File: src/rtl/wt_mac_accum_pkg.sv
// -----------------------------------------------------------------------------
// wt_mac_accum_pkg
// Shared definitions for the Wallace-product accumulator:
//   - state_e : FSM state encoding (IDLE=0, ACCUM=1, HOLD=2)
//   - PROD_W  : width of the product arriving from the 16x16 multiplier
// -----------------------------------------------------------------------------
package wt_mac_accum_pkg;

    localparam int unsigned PROD_W = 32;

    typedef enum logic [1:0] {
        ST_IDLE  = 2'd0,
        ST_ACCUM = 2'd1,
        ST_HOLD  = 2'd2
    } state_e;

endpackage : wt_mac_accum_pkg

File: src/rtl/wt_mac_accum_add.sv
// -----------------------------------------------------------------------------
// mac_add_sat
// Adds a zero-extended PROD_W-bit product to an ACC_W-bit running sum and
// reports the carry out of the top accumulator bit.
//   a_i   : ACC_W-bit running sum
//   b_i   : PROD_W-bit unsigned product
//   sum_o : ACC_W-bit result (wrapped when SAT=0, clamped to all-ones when SAT=1)
//   ovf_o : carry out of bit ACC_W-1
// -----------------------------------------------------------------------------
module mac_add_sat
    import wt_mac_accum_pkg::*;
#(
    parameter int unsigned ACC_W = 40,
    parameter int unsigned SAT   = 0
) (
    input  logic [ACC_W-1:0]  a_i,
    input  logic [PROD_W-1:0] b_i,
    output logic [ACC_W-1:0]  sum_o,
    output logic              ovf_o
);

    // One extra bit captures the carry out of the accumulator's MSB.
    logic [ACC_W:0] full_sum;

    assign full_sum = {1'b0, a_i} + {{(ACC_W + 1 - PROD_W){1'b0}}, b_i};
    assign ovf_o    = full_sum[ACC_W];

    if (SAT != 0) begin : g_clamp
        // Once clamped, any further non-zero add carries again and re-clamps,
        // so the sum stays at all-ones for the rest of the block.
        assign sum_o = full_sum[ACC_W] ? {ACC_W{1'b1}} : full_sum[ACC_W-1:0];
    end else begin : g_wrap
        assign sum_o = full_sum[ACC_W-1:0];
    end

endmodule : mac_add_sat

File: src/rtl/wt_mac_accum.sv
// -----------------------------------------------------------------------------
// wt_mac_accum
// Accumulates a block of unsigned 32-bit products (one per accepted beat) and
// presents the sum, beat count and a sticky overflow flag until the consumer
// takes it.
//   clk       : clock, rising edge
//   clrn      : asynchronous active-low reset
//   in_valid  : product beat valid
//   in_ready  : beat accepted this cycle (low while a result is held)
//   z         : unsigned product
//   in_last   : accepted beat closes the block
//   clr       : synchronous abort/clear, overrides every other input
//   out_valid : result held (registered, HOLD state)
//   out_ready : consumer takes the result
//   acc       : accumulated sum
//   cnt       : beats accepted in the current block (saturates at 16'hFFFF)
//   ovf       : sticky overflow for the current block
// -----------------------------------------------------------------------------
module wt_mac_accum
    import wt_mac_accum_pkg::*;
#(
    parameter int unsigned ACC_W = 40,  // legal range 33..64
    parameter int unsigned SAT   = 0    // 0 = wrap, 1 = clamp to all-ones
) (
    input  logic              clk,
    input  logic              clrn,
    input  logic              in_valid,
    output logic              in_ready,
    input  logic [PROD_W-1:0] z,
    input  logic              in_last,
    input  logic              clr,
    output logic              out_valid,
    input  logic              out_ready,
    output logic [ACC_W-1:0]  acc,
    output logic [15:0]       cnt,
    output logic              ovf
);

    state_e             state_q, state_d;
    logic [ACC_W-1:0]   acc_q,   acc_d;
    logic [15:0]        cnt_q,   cnt_d;
    logic               ovf_q,   ovf_d;
    logic               out_valid_q, out_valid_d;

    logic [ACC_W-1:0]   add_sum;
    logic               add_ovf;
    logic               beat;

    mac_add_sat #(
        .ACC_W (ACC_W),
        .SAT   (SAT)
    ) u_add (
        .a_i   (acc_q),
        .b_i   (z),
        .sum_o (add_sum),
        .ovf_o (add_ovf)
    );

    assign in_ready = (state_q != ST_HOLD);
    assign beat     = in_valid && in_ready;

    always_comb begin
        // NOTE: every output of this block gets a default first, so no path
        // leaves a signal unassigned and no latch is inferred.
        state_d = state_q;
        acc_d   = acc_q;
        cnt_d   = cnt_q;
        ovf_d   = ovf_q;

        if (clr) begin
            state_d = ST_IDLE;
            acc_d   = '0;
            cnt_d   = '0;
            ovf_d   = 1'b0;
        end else begin
            unique case (state_q)
                ST_IDLE: begin
                    if (beat) begin
                        acc_d   = {{(ACC_W - PROD_W){1'b0}}, z};
                        cnt_d   = 16'd1;
                        ovf_d   = 1'b0;
                        state_d = in_last ? ST_HOLD : ST_ACCUM;
                    end
                end
                ST_ACCUM: begin
                    if (beat) begin
                        acc_d   = add_sum;
                        cnt_d   = (cnt_q == 16'hFFFF) ? cnt_q : cnt_q + 16'd1;
                        ovf_d   = ovf_q | add_ovf;
                        state_d = in_last ? ST_HOLD : ST_ACCUM;
                    end
                end
                ST_HOLD: begin
                    // Result is frozen; input beats are not accepted here.
                    if (out_ready) begin
                        state_d = ST_IDLE;
                    end
                end
                default: begin
                    state_d = ST_IDLE;
                end
            endcase
        end
    end

    // out_valid comes straight from a flop, one cycle after the last beat.
    assign out_valid_d = (state_d == ST_HOLD);

    always_ff @(posedge clk or negedge clrn) begin
        if (!clrn) begin
            state_q     <= ST_IDLE;
            acc_q       <= '0;
            cnt_q       <= '0;
            ovf_q       <= 1'b0;
            out_valid_q <= 1'b0;
        end else begin
            // NOTE: non-blocking assignments keep every flop sampling the
            // pre-edge values, independent of statement order.
            state_q     <= state_d;
            acc_q       <= acc_d;
            cnt_q       <= cnt_d;
            ovf_q       <= ovf_d;
            out_valid_q <= out_valid_d;
        end
    end

    assign out_valid = out_valid_q;
    assign acc       = acc_q;
    assign cnt       = cnt_q;
    assign ovf       = ovf_q;

endmodule : wt_mac_accum
File: config.mk
export PLATFORM = sky130hd
export DESIGN_NAME = wt_mac_accum
export DESIGN_NICKNAME = d
export VERILOG_FILES = /design/src/rtl/wt_mac_accum_pkg.sv /design/src/rtl/wt_mac_accum_add.sv /design/src/rtl/wt_mac_accum.sv
export SDC_FILE = /design/constraint.sdc
export NUM_CORES = 1
export LEC_CHECK = 0
export ABC_AREA = 1
export ABC_CLOCK_PERIOD_IN_PS = 2200
export CORE_ASPECT_RATIO = 2
export CORE_MARGIN = 1.5
export CORE_UTILIZATION = 43
export CTS_CLUSTER_DIAMETER = 100
export DETAILED_ROUTE_END_ITERATION = 8
export GPL_TIMING_DRIVEN = 0
export PLACE_DENSITY = 0.67
export SLEW_MARGIN = 25
export SYNTH_ARGS = -nofsm -noshare
export SYNTH_HDL_FRONTEND = slang
export SYNTH_SLANG_ARGS = --single-unit
File: constraint.sdc
create_clock -name clk -period 2.2 [get_ports clk]
set_input_delay 0.22 -clock clk [delete_from_list [all_inputs] [get_ports clk]]
set_output_delay 0.22 -clock clk [all_outputs]
set_load 0.05 [all_outputs]
After elaboration in Yosys (flattened, before gate mapping)
Index checks and enable logic that the tools add are counted.
{ "word_totals": {"register_bits": 60, "out_inout_bits": 59, "in_bits": 38, "wordCells": 40} }
{ "classes": {"eq_ne": 8, "mux": 18, "add_sub_neg": 2, "reduce_logical": 6, "bitwise": 1} }
{ "op_table": {"columns": ["operator", "count"], "rows": [
  ["2-to-1 mux 40 bit", 3],
  ["one-hot mux 40 bit (2 select lines)", 1],
  ["2-to-1 mux 16 bit", 4],
  ["adder 40 x 32 -> 41 bit", 1],
  ["one-hot mux 16 bit (2 select lines)", 1],
  ["adder 16 x 1 -> 16 bit (second input constant)", 1],
  ["== test 16 bit (second input constant)", 1],
  ["!= test 3 bit (second input constant)", 3],
  ["2-to-1 mux 2 bit", 4],
  ["== test 2 bit (second input constant)", 2],
  ["one-hot mux 2 bit (2 select lines)", 1],
  ["AND reduction 4 bit", 1],
  ["2-to-1 mux 1 bit", 3],
  ["AND reduction 3 bit", 1],
  ["nonzero test 3 bit", 1],
  ["== test 2 x 1 -> 1 bit (second input constant)", 1],
  ["logical NOT 2 bit", 1],
  ["!= test 2 bit (second input constant)", 1],
  ["one-hot mux 1 bit (2 select lines)", 1],
  ["OR reduction 2 bit", 1],
  ["logical AND 1 bit", 1],
  ["OR 1 bit", 1]
]} }

Longest topological paths before layout
Gate-level depths: netlist (run 1).
{ "logic_depth": {"ltp_word": 6, "depth_mapped": 15, "depth_no_buf": 15} }

Hierarchy
From an unflattened synthesis (run 1), not the netlist that was laid out.
{ "hier_totals": {"cells_unflattened": 945, "area_unflattened_um2": 5719.2} }
{ "modules_own_cells": {"columns": ["mod", "seq_area_each_um2", "cells_each", "area_per_inst_um2", "n_inst"], "rows": [
  ["wt_mac_accum", 1501.4, 361, 2920.3, 1],
  ["mac_add_sat", 0.0, 584, 2798.9, 1]
]} }

Worst setup path after synthesis (run 1)
No wires, ideal clock.
{ "synth_path": {"kind": "flip-flop to flip-flop", "start": "register acc_q[0] (netlist: acc[0])", "end": "register acc_q[32] (netlist: acc[32])", "arrival_time_ns": 2.203, "setup_slack_ns": -0.121, "setup_time_ns": 0.118, "path_buffers": 0, "path_stages_with_launch": 16, "path_cell_list": "dfrtp_1 ha_1 inv_1 fa_1 inv_1 nand3_1 nand3_1 nand2_1 nand2_1 nand2_1 nand2_1 nand2_1 nand2_1 nand2_1 nand3_1 nand2_1"} }
{ "synth_via": {"elab_chain_cells": 4} }
{ "synth_rtl": {"columns": ["element", "line_no", "source"], "rows": [
  ["start: declaration", "wt_mac_accum.sv:40", "logic [ACC_W-1:0] acc_q, acc_d;"],
  ["start signal: assignment", "wt_mac_accum.sv:112", "acc_q <= '0;"],
  ["start signal: assignment", "wt_mac_accum.sv:120", "acc_q <= acc_d;"],
  ["adder 40 x 32 -> 41 bit", "wt_mac_accum_add.sv:25", "assign full_sum = {1'b0, a_i} + {{(ACC_W + 1 - PROD_W){1'b0}}, b_i};"],
  ["2-to-1 mux 40 bit", "wt_mac_accum.sv:86", "if (beat) begin"],
  ["one-hot mux 40 bit (2 select lines)", "wt_mac_accum.sv:76", "unique case (state_q)"],
  ["2-to-1 mux 40 bit", "wt_mac_accum.sv:70", "if (clr) begin"]
]} }
Every way passes these cells. The select of a mux whose other input is x is not followed.
A chain may end at the register's enable or synchronous reset.

Worst setup path after layout (run 1)
{ "layout_path": {"start": "register acc_q[2] (netlist: acc[2])", "end": "register acc_q[27] (netlist: acc[27])"} }
The elaborated chain is that of the path after synthesis.

==> summary.md, run 1 <==
| Metric | Value |
|---|---|
| CP most frequent cell | nand3_1 |
| Setup crit end | acc[27] |
| Clock Latency Late Sink | 0.35 ns |
| Max-cap viol count | 0 |
| PD cells | 545 nW/µm² |
| Worst EP arrival | 2.37 ns |
| Worst R2R Setup Slack | 0.06 ns |
| Top layer in use | met4 |
| Area leader, netlist | dfrtp_1 |
| Final Wtd Congestion | 0.987 |
| Number of flops mapped to enable cells by yosys | 0 |
| Row cnt | 60 |
| Period utilization | 97.2% |
| Post-synthesis sequential area ratio | 25.5% |
| Final Max Slew Viols | 0 |
| Worst hold-check path type | in -> reg |
| Ports | 97 |
| FMAX | 468 MHz |
| Global-route wire length before repair | 32.1 mm |
| Final instance area | 7590 µm² |
| Clock root buffer | clkbuf_16 |
| Via density | 5.13 |
| Number of inserted diodes | 0 |
| Core ar. | 13400 µm² |
| Die height | 168 µm |
| Area of the mapped netlist | 5880 µm² |
| CTS clock-pin slew for the worst setup and hold paths | 0.07 ns |
| GRT Util Overall | 29.6% |
| DR iter-0 viols | 250 |
| Vias in the first global route | 6456 |
| R2R Path End | acc[27] |
| Top FF cell, synth | dfrtp_1 |
| PortBufs | 96 |
| Post-Syn Nets | 1100 |
| Worst rel slew slack | 51.8% |
| Worst-Margin Slew | 0.723 ns |
| Cells after Synth | 1028 |
| Die width | 85.7 µm |
| Clock skew | 0.0108 ns |
| Setup Crit Path Kind | reg -> reg |
| Maximum vdd ir drop | 368 µV |
| Slowest cell on the critical path | dfrtp_1 |
| Htree depth | 3 |
| Mean routed wirelength per cell | 16.4 µm |
| HPWL after DPL | 17.5 mm |
| Worst path cell trace | ha_2 -> nor2_1 -> a21oi_2 -> nand3_1 -> nand3_1 -> nand2_1 -> nand3_1 -> nand3_1 -> nand2_1 -> nand2_1 |
| Final wirelength | 21.4 mm |
| Met2 WL | 12.3 mm |
| Crit path largest cell delay | 0.42 ns |
| Nets | 1214 |
| R2R cell count | 10 |
| Post-route ant nets | 0 |
| Initial antenna violation count | 0 |
| Grt ovf | 0 |
| Synth area leaders | dfrtp_1, nand2_1, inv_1 |
| Worst EP required | 2.44 ns |
| Maximum clock insertion buffer count | 2 |
| CP endpoint kind | flip-flop |
| Worst R2R Start | acc[2] |
| Power Total | 0.00413 W |
| Via Count | 6684 |
| Pre-antenna DRT Iters | 6 |
| CTS tree | yes |
| Final Hold Vio Count | 0 |
| Final Critical Period | 2.14 ns |
| Cell with the most instances after synthesis | nand2_1 |
| Initial Utilization | 43.8% |
| Synth cell count leaders | nand2_1, inv_1, nor2_1 |
| Outcome | finished clean |
| Sink Count | 60 |
| DRC viols | 0 |
| Placed instance area | 7060 µm² |
| Crit-path max FO | 6 |
| Metal1 wirelength | 6.99 mm |
| Post-synth cell types | 38 |
| Share of layout cells above drive strength 1 | 8.11% |
| Synthesized area per cell | 5.72 µm² |
| Met3 WL | 599 µm |
| Pleak | 4.03 nW |
| Final setup violation count | 0 |
| Largest net degree at the start of global routing | 34 |
| Synth async-reset ratio | 100% |
| Die area | 14400 µm² |
| YS warnings | 0 |
| Share of the synthesized area in the top cell type | 25.5% |
| Critical path startpoint category | flip-flop |
| Synth Register Bits | 60 |
| CTS Buf Count | 9 |
| Worst setup path startpoint | acc[2] |
| Syn-to-layout area delta | 29.0% |
## timing repair
| action | in CTS | in global routing |
|---|---|---|
| resized for setup | 12 | 50 |
| endpoints found under the hold margin | 27 | 0 |
| hold buffers | 1 | 0 |
| buffers inserted | 0 | 5 |
| setup endpoints to repair | 23 | 35 |
| pin swaps | 0 | 4 |
## critical path: cells and delay by family (launching register included)
family | cells | cell delay (ns)
AND/OR/NAND/NOR | 8 | 0.96
flip-flops | 1 | 0.42
adder cells (fa/ha/maj) | 1 | 0.41
AO/OA/AOI/OAI | 1 | 0.22
## placed cells by master, fill, tap and decap left out, types with 3 or more instances in the layout
cell type,instances
a21oi_1,27
a21oi_2,5
buf_4,7
clkbuf_1,10
clkbuf_16,9
clkdlybuf4s50_1,94
clkinvlp_4,4
dfrtp_1,59
ha_1,25
ha_2,6
inv_1,176
nand2_1,384
nand2_2,14
nand3_1,57
nand3_2,8
nand4_1,8
nor2_1,118
nor2_2,15
nor3_1,11
nor4_1,4
o21ai_0,44
o21ai_1,5
o21bai_1,3
o31ai_1,3
xor2_1,14
## power breakdown
part	total (W)	switching, W	internal, W
sequential	0.00122	0.0000581	0.00116
combinational	0.00152	0.00102	0.000504
clock	0.00139	0.000627	0.000767
total	0.00413	0.00170	0.00243
## cells by family (layout without fill, tap and decap cells)
logic type | count (synthesis) | count (layout) | share of synthesized area [%]
simple gates | 626 | 626 | 42.7
buf+inv | 194 | 313 | 12.8
compound gates | 97 | 97 | 9.10
flops | 60 | 60 | 25.5
fa+ha+maj | 34 | 34 | 7.36
xor+xnor | 17 | 17 | 2.53
## metrics by stage
stage | instances | setup TNS [ns] | hold slack (ns) | util (%) | setup slack [ns]
2_1_floorplan | 1028 | 0 | -0.0756 | - | 0.0212
3_3_place_gp | 1279 | -87.43 | 0.498 | 52.4 | -1.51
3_5_place_dp | 1280 | -11.88 | 0.183 | 52.5 | -0.658
4_1_cts | 1297 | -0.0238 | 0.356 | 54.9 | -0.0238
5_1_grt | 1302 | -0.0290 | 0.320 | 56.5 | -0.0155
6_report | 1302 | 0 | 0.301 | 56.5 | 0.0627
## worst min-delay path by stage
| stage | startpoint | end | slack, ns | cells after the start |
|---|---|---|---|---|
| global route | z[0] | acc[0] | 0.32 | 3 |
| floorplan | clrn | acc[0] | -0.08 | 0 |
| global placement | acc[0] | acc[0] | 0.50 | 2 |
| detailed placement | clrn | cnt[4] | 0.18 | 1 |
| finish | z[0] | acc[0] | 0.30 | 3 |
| CTS | clrn | cnt[4] | 0.36 | 2 |
## final cells by class
class                           count  area (µm²)
Fill cell                        1423        5850
Multi-Input combinational cell    774        3830
Sequential cell                    60        1500
Timing Repair Buffer              103        1030
Inverter                          179         673
Clock buffer                        9         225
Tap cell                          155         194
Buffer                             15        80.1
Clock inverter                      7        52.6
## flip-flops by register name (all words and copies together), names as in the netlist
signal / count
acc: 40
cnt: 16
out_valid: 1
ovf: 1
state_q: 2
## per-layer routing
layer | GRT usage, % | vias up
li1 | - | 3391
met1 | 25.8 | 3046
met2 | 60.7 | 168
met3 | 3.33 | 79
met4 | 18.0 | 0
met5 | 0 | -
Power figures use the tool's default switching activity.
==> inputs of run 2 (changes only) <==
--- a/config.mk
+++ b/config.mk
@@ -14,7 +14,7 @@
 export DETAILED_ROUTE_END_ITERATION = 8
 export GPL_TIMING_DRIVEN = 0
 export PLACE_DENSITY = 0.67
-export SLEW_MARGIN = 25
+export SLEW_MARGIN = 40
 export SYNTH_ARGS = -nofsm -noshare
 export SYNTH_HDL_FRONTEND = slang
 export SYNTH_SLANG_ARGS = --single-unit
==> results of run 2 <==
Final layout, timing and power as in run 1 (identical DEF).
==> inputs of run 3 (changes only) <==
--- a/config.mk
+++ b/config.mk
@@ -5,7 +5,6 @@
 export SDC_FILE = /design/constraint.sdc
 export NUM_CORES = 1
 export LEC_CHECK = 0
-export ABC_AREA = 1
 export ABC_CLOCK_PERIOD_IN_PS = 2200
 export CORE_ASPECT_RATIO = 2
 export CORE_MARGIN = 1.5
@@ -13,7 +12,7 @@
 export CTS_CLUSTER_DIAMETER = 100
 export DETAILED_ROUTE_END_ITERATION = 8
 export GPL_TIMING_DRIVEN = 0
-export PLACE_DENSITY = 0.67
+export PLACE_DENSITY = 0.69
 export SLEW_MARGIN = 40
 export SYNTH_ARGS = -nofsm -noshare
 export SYNTH_HDL_FRONTEND = slang
==> run 3 against run 2 <==
Against the previous run: utilization up 12 points; design area shrank 4.7%; the flow now finishes with violations (setup timing); maximum frequency shrank 17%; area after synthesis is 21% lower; critical path depth stayed put; first-iteration DRC count up 9.2%; critical endpoint is now acc[34]; wire length is 26% lower; clock power is 4% higher; die area decreased by 20%; largest power group unchanged; count of clock-buffer cells in the layout unchanged.
==> summary.md, run 3 <==
| Metric | Value |
|---|---|
| TNS Setup | -6.46 ns |
| CTS Buf Count | 9 |
| Synthesized area per cell | 8.31 µm² |
| CP most frequent cell | a21o_1 |
| HPWL after DPL | 11.4 mm |
| Setup WS post-layout | -0.364 ns |
| Ports | 97 |
| Period utilization | 117% |
| Worst-Margin Slew | 0.624 ns |
| Nets | 781 |
| Die width | 76.6 µm |
| Final setup violation count | 36 |
| Metal1 wirelength | 5.62 mm |
| Global-route wire length before repair | 24.4 mm |
| Number of inserted diodes | 0 |
| Number of flops mapped to enable cells by yosys | 0 |
| Worst hold-check path type | in -> reg |
| Top FF cell, synth | dfrtp_1 |
| Row cnt | 53 |
| Sink Count | 60 |
| Clock skew | 0.00628 ns |
| Setup Crit Path Kind | reg -> reg |
| Post-Syn Nets | 632 |
| Worst EP required | 2.44 ns |
| Post-Place Cells | 793 |
| Pre-CTS setup slack | -0.810 ns |
| Share of layout cells above drive strength 1 | 28.7% |
| Commonest non-fill, non-tap cell in the layout | clkdlybuf4s50_1 |
| Register area | 1540 µm² |
| Die height | 150 µm |
| Synth async-reset ratio | 100% |
| Hold path start | z[14] |
| Post-synthesis sequential area ratio | 32.3% |
| CP endpoint kind | flip-flop |
| Area of the mapped netlist | 4650 µm² |
| Maximum clock insertion buffer count | 2 |
| Max-cap viol count | 0 |
| Crit-path max FO | 3 |
| Worst R2R Start | acc[4] |
| Cell with the most instances after synthesis | nand2_1 |
| Initial Utilization | 44.1% |
| Share of the synthesized area in the top cell type | 32.3% |
| Worst setup path startpoint | acc[4] |
| Synth area leaders | dfrtp_1, ha_1, o21ai_0 |
| Met2 WL | 8.87 mm |
| Htree depth | 3 |
| Synth cell count leaders | nand2_1, dfrtp_1, o21ai_0 |
| Final Critical Period | 2.56 ns |
| DRC viols | 0 |
| Pre-antenna DRT Iters | 5 |
| Synth Register Bits | 60 |
| Multi-input gate area | 3740 µm² |
| Worst rel slew slack | 57.9% |
| FMAX | 390 MHz |
| Mean routed wirelength per cell | 18.5 µm |
| Final instance area | 7230 µm² |
| Post-route ant nets | 0 |
| Largest net degree at the start of global routing | 38 |
| Via density | 5.94 |
| Critical path startpoint category | flip-flop |
| Clock Latency Late Sink | 0.33 ns |
| YS warnings | 0 |
| Clock root buffer | clkbuf_16 |
| Initial antenna violation count | 0 |
| Outcome | finished, violations left |
| GRT Util Overall | 27.2% |
| Worst path cell trace | ha_4 -> a21o_1 -> a21oi_2 -> a21o_1 -> nand4_1 -> and3b_1 -> o31a_1 -> o31ai_4 -> o21ai_1 -> o31ai_1 |
| FILL cells | 841 |
| Core ar. | 10500 µm² |
| PD cells | 608 nW/µm² |
| Via Count | 5052 |
| Fin cells | 851 |
| Final wirelength | 15.8 mm |
| Grt ovf | 0 |
| Top layer in use | met4 |
| Area leader, netlist | dfrtp_1 |
| DR iter-0 viols | 273 |
| Most frequent cells in the layout | clkdlybuf4s50_1, nand2_1, nor2_1, buf_4, o21ai_0 |
| Crit path largest cell delay | 0.43 ns |
| Die area | 11500 µm² |
| Met3 WL | 544 µm |
| Final Max Slew Viols | 0 |
| Maximum vdd ir drop | 486 µV |
| Number of flip-flops under the largest register name | 40 |
| PortBufs | 95 |
| CTS tree | yes |
| Slowest cell on the critical path | dfrtp_2 |
| CTS clock-pin slew for the worst setup and hold paths | 0.06 ns |
| Syn-to-layout area delta | 55.4% |
| Failing checks | setup timing |
| Cells after Synth | 560 |
| Pleak | 2.92 nW |
| Placed instance area | 6260 µm² |
| Post-synth cell types | 64 |
| Worst EP arrival | 2.80 ns |
| Final Wtd Congestion | 0.882 |
| RSZ-0062 raised after global routing | true |
| Vias in the first global route | 5044 |
| Final Hold Vio Count | 0 |
==> run 3: cell count changes in the layout (fill, tap and decap cells not counted), moves of 35 or more <==
cell     before  now
nand2_1     384   61
inv_1       176   12
nor2_1      118   46
nand3_1      57   13
buf_4         7   42
==> run 3: cells by family (layout without fill, tap and decap cells) <==
| kind of cell | after synthesis | after routing | synth area share (%) |
|---|---|---|---|
| DFF | 60 | 60 | 32.3 |
| xor gates and xnor gates | 30 | 30 | 5.65 |
| AOI/OAI and AO/OA | 209 | 209 | 30.2 |
| and+or+nand+nor | 189 | 189 | 19.2 |
| buffers and inverters | 38 | 192 | 3.39 |
| adders and majority gates | 34 | 34 | 9.30 |
==> run 3: repair_timing <==
action                                  CTS  global route
pin swaps                                34            30
endpoints found under the hold margin    23             0
setup buffers                            39            11
hold buffers                              1             0
resized for setup                        51            35
endpoints found under the setup margin   40            45
==> run 3: area by class of cell <==
| type | count | area share (%) |
|---|---|---|
| Sequential cell | 60 | 21.2 |
| Clock buffer | 9 | 3.11 |
| Buffer | 21 | 1.40 |
| Tap cell | 137 | 2.37 |
| Timing Repair Buffer | 142 | 18.4 |
| Multi-Input combinational cell | 462 | 51.7 |
| Clock inverter | 7 | 1.06 |
| Inverter | 13 | 0.675 |
==> run 3: final timing paths <==
| kind | end | slack (ns) | cells past startpoint |
|---|---|---|---|
| worst min register to register | acc[36] | 0.49 | 1 |
| max in group asynchronous | acc[13] | 1.31 | 3 |
| worst min-delay path | acc[14] | 0.23 | 3 |
| worst max-delay path | acc[34] | -0.36 | 10 |
| min in group asynchronous | acc[4] | 0.34 | 2 |
| worst max register to register | acc[34] | -0.36 | 10 |
==> run 3: layer usage <==
metal	track usage, %	vias to the layer above
met3	4.55	52
met4	13.5	0
met2	54.3	143
met5	0	-
met1	26.2	2478
li1	-	2379
==> run 3: power by group <==
group,switching (W),internal [W],leakage [nW]
registers,0.0000645,0.00117,0.771
logic,0.000961,0.000750,2.01
clock network,0.000572,0.000882,0.142
==> run 3: worst max-delay path, delay by kind of cell, from the launching register on <==
family	cells	cell delay [ns]
AOI/OAI and AO/OA	7	1.41
adders and majority gates	1	0.25
DFF	1	0.43
and+or+nand+nor	2	0.38
==> run 3: metrics by stage <==
stage	utilization, %	hold WS (ns)	total power [W]
2_1_floorplan	-	-0.0756	0.00224
3_3_place_gp	59.2	0.477	0.00265
3_5_place_dp	59.4	0.161	0.00268
4_1_cts	66.8	0.349	0.00431
5_1_grt	68.6	0.249	0.00459
6_report	68.6	0.234	0.00440
